### src/rtl/riscv_reg_file.sv
// RV32I integer register file: x1..x31 are per-register entries built in a generate loop,
// x0 is a constant zero. Two combinational read ports, one synchronous write port.

module riscv_reg_file_entry #(
  parameter int DATA_WIDTH = 32
) (
  input  logic                  clk,
  input  logic                  rst,
  input  logic                  wr_en,
  input  logic [DATA_WIDTH-1:0] wr_data,
  output logic [DATA_WIDTH-1:0] data
);

  logic [DATA_WIDTH-1:0] data_d, data_q;

  always_comb begin
    data_d = data_q;
    if (wr_en) data_d = wr_data;
  end

  // Reset wins over a write in the same cycle.
  always_ff @(posedge clk) begin
    if (rst) data_q <= '0;
    else     data_q <= data_d;
  end

  assign data = data_q;

endmodule

module riscv_reg_file #(
  parameter int DATA_WIDTH = 32,
  parameter int NUM_REGS   = 32,
  parameter int ADDR_WIDTH = $clog2(NUM_REGS)
) (
  input  logic                  clk,
  input  logic                  rst,
  input  logic                  wr_en,
  input  logic [ADDR_WIDTH-1:0] wr_reg,
  input  logic [DATA_WIDTH-1:0] wr_data,
  input  logic [ADDR_WIDTH-1:0] rd_reg_1,
  input  logic [ADDR_WIDTH-1:0] rd_reg_2,
  output logic [DATA_WIDTH-1:0] rd_data_1,
  output logic [DATA_WIDTH-1:0] rd_data_2
);

  logic [NUM_REGS-1:0][DATA_WIDTH-1:0] regs;

  // x0 has no storage, so writes to it vanish and reads return zero.
  assign regs[0] = '0;

  for (genvar i = 1; i < NUM_REGS; i++) begin : g_reg
    riscv_reg_file_entry #(
      .DATA_WIDTH(DATA_WIDTH)
    ) u_entry (
      .clk    (clk),
      .rst    (rst),
      .wr_en  (wr_en && (wr_reg == ADDR_WIDTH'(i))),
      .wr_data(wr_data),
      .data   (regs[i])
    );
  end

  // No write-through bypass: reads see the array as it stands before the edge.
  assign rd_data_1 = regs[rd_reg_1];
  assign rd_data_2 = regs[rd_reg_2];

endmodule

### config.mk
export PLATFORM = sky130hd
export DESIGN_NAME = riscv_reg_file
export DESIGN_NICKNAME = d
export VERILOG_FILES = /design/src/rtl/riscv_reg_file.sv
export SDC_FILE = /design/constraint.sdc
export NUM_CORES = 2
export LEC_CHECK = 0
export CAP_MARGIN = 20
export CORE_ASPECT_RATIO = 1.2
export CORE_UTILIZATION = 45
export DETAILED_ROUTE_END_ITERATION = 7
export DONT_BUFFER_PORTS = 1
export PLACE_DENSITY_LB_ADDON = 0.1
export SLEW_MARGIN = 20
export SYNTH_ARGS = -nofsm -noshare
export SYNTH_HDL_FRONTEND = slang
export SYNTH_SLANG_ARGS = --single-unit
### constraint.sdc
create_clock -name clk -period 2.9 [get_ports clk]
set_input_delay 0.435 -clock clk [delete_from_list [all_inputs] [get_ports clk]]
set_output_delay 0.435 -clock clk [all_outputs]
set_load 0.02 [all_outputs]
After elaboration in Yosys (flattened, before gate mapping):

Cells that the tools add are included.

* register bits after elaboration: 992
* output and inout bits: 64
* word-level logic and storage cells: 99

* magnitude comparators: 2
* eq/ne operators: 31
* multiplexer cells: 4
* reduce and logical (&&, ||, !) cells: 31

Operator list (count)
* $bmux 32 s5: 2
* $eq 5x5->1 const B: 16
* $mux 32: 2
* $eq 5x4->1 const B: 8
* $logic_and 1x1->1: 31
* $eq 5x3->1 const B: 4
* $lt 5x6->1 const B: 2
* $eq 5x2->1 const B: 2
* $eq 5x1->1 const B: 1

Logic depth before layout (Yosys ltp):

* word-level depth: 2
* depth in mapped cells: 8
* gate-level depth less buffers: 4

By module:

A second synthesis with hierarchy kept.

* cells, all modules: 4653
* area total of the unflattened synthesis: 52395.3 um^2

By module, submodules not included
* riscv_reg_file_entry: instances 31, cells each 103, area an instance 1163.6 um^2
* riscv_reg_file: instances 1, cells each 1460, area an instance 16323.2 um^2

Worst setup path after synthesis:

Ideal clock, no wire load.

* path type: in2out
* start: input port rd_reg_2[0]
* end: output port rd_data_2[10]
* data arrival time: 2.379 ns
* required time: 2.465 ns
* path slack: 0.086 ns
* stages on the path: 5
* buffers on the path: 2
* cell sequence: buf_6 > clkbuf_1 > mux4_2 > mux4_2 > mux2_2

* longest elaborated chain between the ends: 2

Ends and longest elaborated chain
* start: declaration: line 42 `input logic [ADDR_WIDTH-1:0] rd_reg_2,`
* $bmux 32 s5: line 66 `assign rd_data_2 = regs[rd_reg_2];`
* $mux 32 (implied by the code): line 66
* end: declaration: line 44 `output logic [DATA_WIDTH-1:0] rd_data_2`

Every way passes these cells. The select of a mux whose other input is x is not followed.

Worst setup path after layout:

* start: input port rd_reg_2[1]
* end: output port rd_data_2[5]

The elaborated chain is that of the path after synthesis.

==> results.md <==
STA:
- Across all setup checks in the final design, the least slack found is -0.1040 ns.
- The share of the clock period used by the worst path is 103.6%.
- The hold violation count in the final report is 0.
- The slew of the pin with the lowest slew margin is 2.524 ns.
- The headroom to the max-slew limit is -68.26%.
- The maximum frequency from static timing analysis is 332.9 MHz.
- Clock skew on the completed layout was measured at 0 ns.
- The number of failing setup endpoints in the final timing report is 4.
- The worst path in the final design needs a cycle of 3.004 ns, including I/O delays and setup.
- Setup repair after global routing left no endpoint under its margin.
- The count of final max-slew check failures was 403.

Critical path:
- The endpoint class of the critical path is an output pin.
- The critical path launch point type is an input port.
- The endpoint arrival time on the critical path is 2.57 ns.
- The worst setup path is of the in2out kind.
- The number of cells on the worst reg-to-reg path is 3.
- For the worst setup path, the data required time is 2.47 ns.
- The launching instance or port of the critical path is rd_reg_2[1].
- The most critical setup path has its endpoint at rd_data_2[5].
- The worst register-to-register path ends at g_reg[2].u_entry.data[14].
- Of all nets on the critical path, the largest fanout is 257.
- The reg2reg setup slack is 1.61 ns.
- The launching point of the worst reg2reg path is g_reg[2].u_entry.data[14].

Pwr:
- The power per unit of standard cell area is 484.5 nW/um2.
- Across the VDD grid, the largest voltage drop is 0.4758 mV.
- The analysis attributes to cell leakage a power of 23.02 nW.

Final layout:
- The cell area after layout is 63,210 um2.
- In the final layout, the share of cells above drive strength 1 is 17.34%.
- The footprint of the flip-flops and latches is 19,860 um2.
- Once layout is complete, the utilization of the core stands at 57.46%.
- The register with the most flip-flops in the layout has 992 of them.
- The number of nets in the layout is 6,092.
- The multi-input combinational cells in the finished layout cover a total of 28,210 um2.
- Relative to the synthesized area, the layout overhead comes to 26.00%.
- Fill cells in the final layout number 9,692.
- After the flow finishes, the layout carries non-filler instances totaling 7,619.

Floorplanning:
- In this run the horizontal extent of the chip is 306.8 um.
- The floorplan step defined a die boundary enclosing 112,800 um2.
- The number of rows in the core area is 133.
- The die is 367.7 um tall.
- The core region is 110,000 um2.
- The initial core utilization is 45.60%.
- In this run the count of I/O pins placed on the die edge is 114.

CTS:
- The worst-skew pair later-pin latency is 0.71 ns.
- TritonCTS built the clock tree.
- CTS built an H-tree with a depth of 3.
- The number of clock sinks is 992.
- The root buffer cell chosen for the clock tree is sky130_fd_sc_hd__clkbuf_16.
- After clock tree synthesis, the setup repair step added 0 buffers.
- The maximum number of buffers from clock root to sink is 3.
- The register clock-pin slew on the reported worst setup and hold paths is 0.06 ns.
- The TritonCTS buffer count is 105.

Placement:
- The half-perimeter wire length after detailed placement is 118.2 mm.
- The worst setup slack before clock tree synthesis is 0.2073 ns.
- The count of port buffers added during placement is 0.
- The total placed cells including tap cells is 6,692.
- Routability-driven placement finished with a final weighted congestion of 0.8574.
- Once placement finished, the instance area stood at 51,780 um2.

Outcome:
- The final reports fail on max-slew violations, negative setup slack.
- The flow ran to the end, but the final reports show violations.

Yosys:
- During synthesis, Yosys emitted a total of 0 warnings.
- The share of async-settable or async-resettable flops after synthesis is 0%.
- The synthesized netlist devotes 0% of its cell area to adder and majority cells.
- The leading register cell type out of synthesis is sky130_fd_sc_hd__dfxtp_1.
- The most instantiated library cell after synthesis is sky130_fd_sc_hd__nand2_1.
- The synthesized area is 50,160 um2.
- Summing the sequential cell areas from Yosys gives 39.59% of the chip area.
- The mean instance size in the synthesized netlist is 8.929 um2.
- The library cell with the largest summed area after synthesis is sky130_fd_sc_hd__dfxtp_1.
- The multiplexer fraction of the synthesized cell area is 25.62%.
- The dominant combinational cell family by area after synthesis is multiplexers.
- Counting flops with a built-in enable in the synthesized netlist gives 0.
- The count of cell types in the netlist is 29.
- The commonest cells after synthesis are sky130_fd_sc_hd__nand2_1 (2,017), sky130_fd_sc_hd__a21oi_1 (992), sky130_fd_sc_hd__dfxtp_1 (992).
- The synthesized netlist cell count is 5,618.
- The proportion of netlist area held by the largest area contributor is 39.59%.
- Counting flops and latches in the post-synthesis netlist gives 992.
- In the post-synthesis netlist, the biggest area contributors are sky130_fd_sc_hd__dfxtp_1 (40%), sky130_fd_sc_hd__mux4_2 (22%), sky130_fd_sc_hd__nand2_1 (15%).
- The net count after synthesis is 5,668.
- The area fraction in compound gates after synthesis is 13.81%.
- Summing the areas of all and, or, nand and nor instances in the mapped netlist gives 16.19% of the synthesized area.
- The xor and xnor fraction of the mapped netlist area is 0%.

Drt:
- The detailed router finished its first iteration with 6,315 violations.
- For this run, the detailed router's first-pass iteration total came to 8.
- Across all layers, the routed design uses 47,621 vias.
- For this run, design rule violations remaining after detail routing come to 0.
- The average detailed-routed wire length per instance is 29.27 um.
- Dividing the detail-routed via count by the number of cells gives 6.250.
- The final wirelength is 223.0 mm.
- The post-detailed-route count of antenna-violating nets is 0.

Global route:
- The number of antenna violations at the first check in global routing is 6.
- The pin count of the biggest net entering global routing is 686.
- For this run, the total global-route usage over all layers was measured as 39.09%.
- Global routing finished with a remaining overflow of 0.
- The number of global-route vias before repair is 46,115.
- The first global-routing pass estimated 321.1 mm of wire.

Flow run:
- Across the run, the number of max-cap violations was 0.

Hold path:
- The path type of the worst min-delay path is in2reg.
==> cells by family (layout without fill, tap and decap cells) <==
group	after synthesis	in the layout
AOI/OAI and AO/OA	1248	1248
and+or+nand+nor	2105	2105
DFF	992	992
buffers and inverters	601	1114
muxes	672	672
other	0	3
==> routing by layer <==
metal  share of wire (%)  track usage, %
met5               0.020               0
met4                 6.7           23.63
met1                  37           50.07
met2                  44           59.52
met3                  12           9.653
==> cell type report <==
cell class                      count  share of cell area [%]
Antenna cell                        3                 0.01188
Sequential cell                   992                   31.42
Tap cell                         1485                   2.940
Clock inverter                     49                   1.150
Clock buffer                      147                   4.854
Timing Repair Buffer              917                   14.99
Inverter                            1                0.005939
Multi-Input combinational cell   4025                   44.63
==> cell usage in the layout (no fill, tap or decap), drive strengths merged, types with 3 or more instances in the layout <==
| cell | netlist | final |
|---|---|---|
| nand2 | 2017 | 2017 |
| a21oi | 992 | 992 |
| dfxtp | 992 | 992 |
| dlygate4sd3 | 0 | 693 |
| mux4 | 480 | 480 |
| buf | 173 | 224 |
| clkbuf | 427 | 147 |
| a22o | 128 | 128 |
| mux2i | 96 | 96 |
| mux2 | 96 | 96 |
| and2 | 49 | 49 |
| o22ai | 32 | 32 |
| a211oi | 32 | 32 |
| o31ai | 32 | 32 |
| o21ai | 32 | 32 |
| clkinv | 0 | 26 |
| bufinv | 0 | 17 |
| nor2 | 14 | 14 |
| nor2b | 6 | 6 |
| nor3 | 4 | 4 |
| inv | 1 | 4 |
| diode | 0 | 3 |
| nand4b | 3 | 3 |
| and4b | 3 | 3 |
| clkinvlp | 0 | 3 |
| nand2b | 3 | 3 |
==> timing repair <==
item / in CTS / in global routing
pin swaps: 0 / 0
cloned: 0 / 0
endpoints found under the hold margin: 992 / 0
hold buffers: 728 / 0
endpoints found under the setup margin: 14 / 9
gates resized for setup: 18 / 9
==> power breakdown <==
group | internal, mW | switching, mW | leakage, nW
registers | 13.7 | 0.0742 | 8.00
clock network | 8.89 | 6.17 | 1.88
logic | 0.799 | 0.960 | 13.1
==> metrics by stage <==
stage / setup TNS (ns) / total power, mW / hold WS, ns
finish: -0.3337 / 30.62 / 0.02852
global route: 0 / 31.28 / 0.03751
CTS: 0 / 30.63 / 0.005755
detailed placement: 0 / 15.30 / 0.4570
global placement: -0.5387 / 15.28 / 0.4500
floorplan: 0 / 15.55 / 0.4424
==> worst min-delay path by stage <==
stage / slack, ns / depth (start not counted) / from / to
3_3_place_gp: 0.45 / 2 / g_reg[14].u_entry.data[4] / g_reg[14].u_entry.data[4]
4_1_cts: 0.006 / 3 / wr_data[23] / g_reg[10].u_entry.data[23]
3_5_place_dp: 0.46 / 2 / g_reg[22].u_entry.data[14] / g_reg[22].u_entry.data[14]
2_1_floorplan: 0.44 / 2 / g_reg[3].u_entry.data[0] / g_reg[3].u_entry.data[0]
5_1_grt: 0.04 / 3 / wr_data[27] / g_reg[7].u_entry.data[27]
6_report: 0.03 / 3 / wr_data[22] / g_reg[7].u_entry.data[22]
==> worst max-delay path: stages <==
cell and delay (ns):
sky130_fd_sc_hd__nor2b_4 0.39, sky130_fd_sc_hd__buf_16 0.23, sky130_fd_sc_hd__buf_4 0.18, sky130_fd_sc_hd__a22o_1 0.23, sky130_fd_sc_hd__mux4_2 0.46, sky130_fd_sc_hd__mux2_4 0.38
No activity file was read; power rests on OpenSTA's default activity.
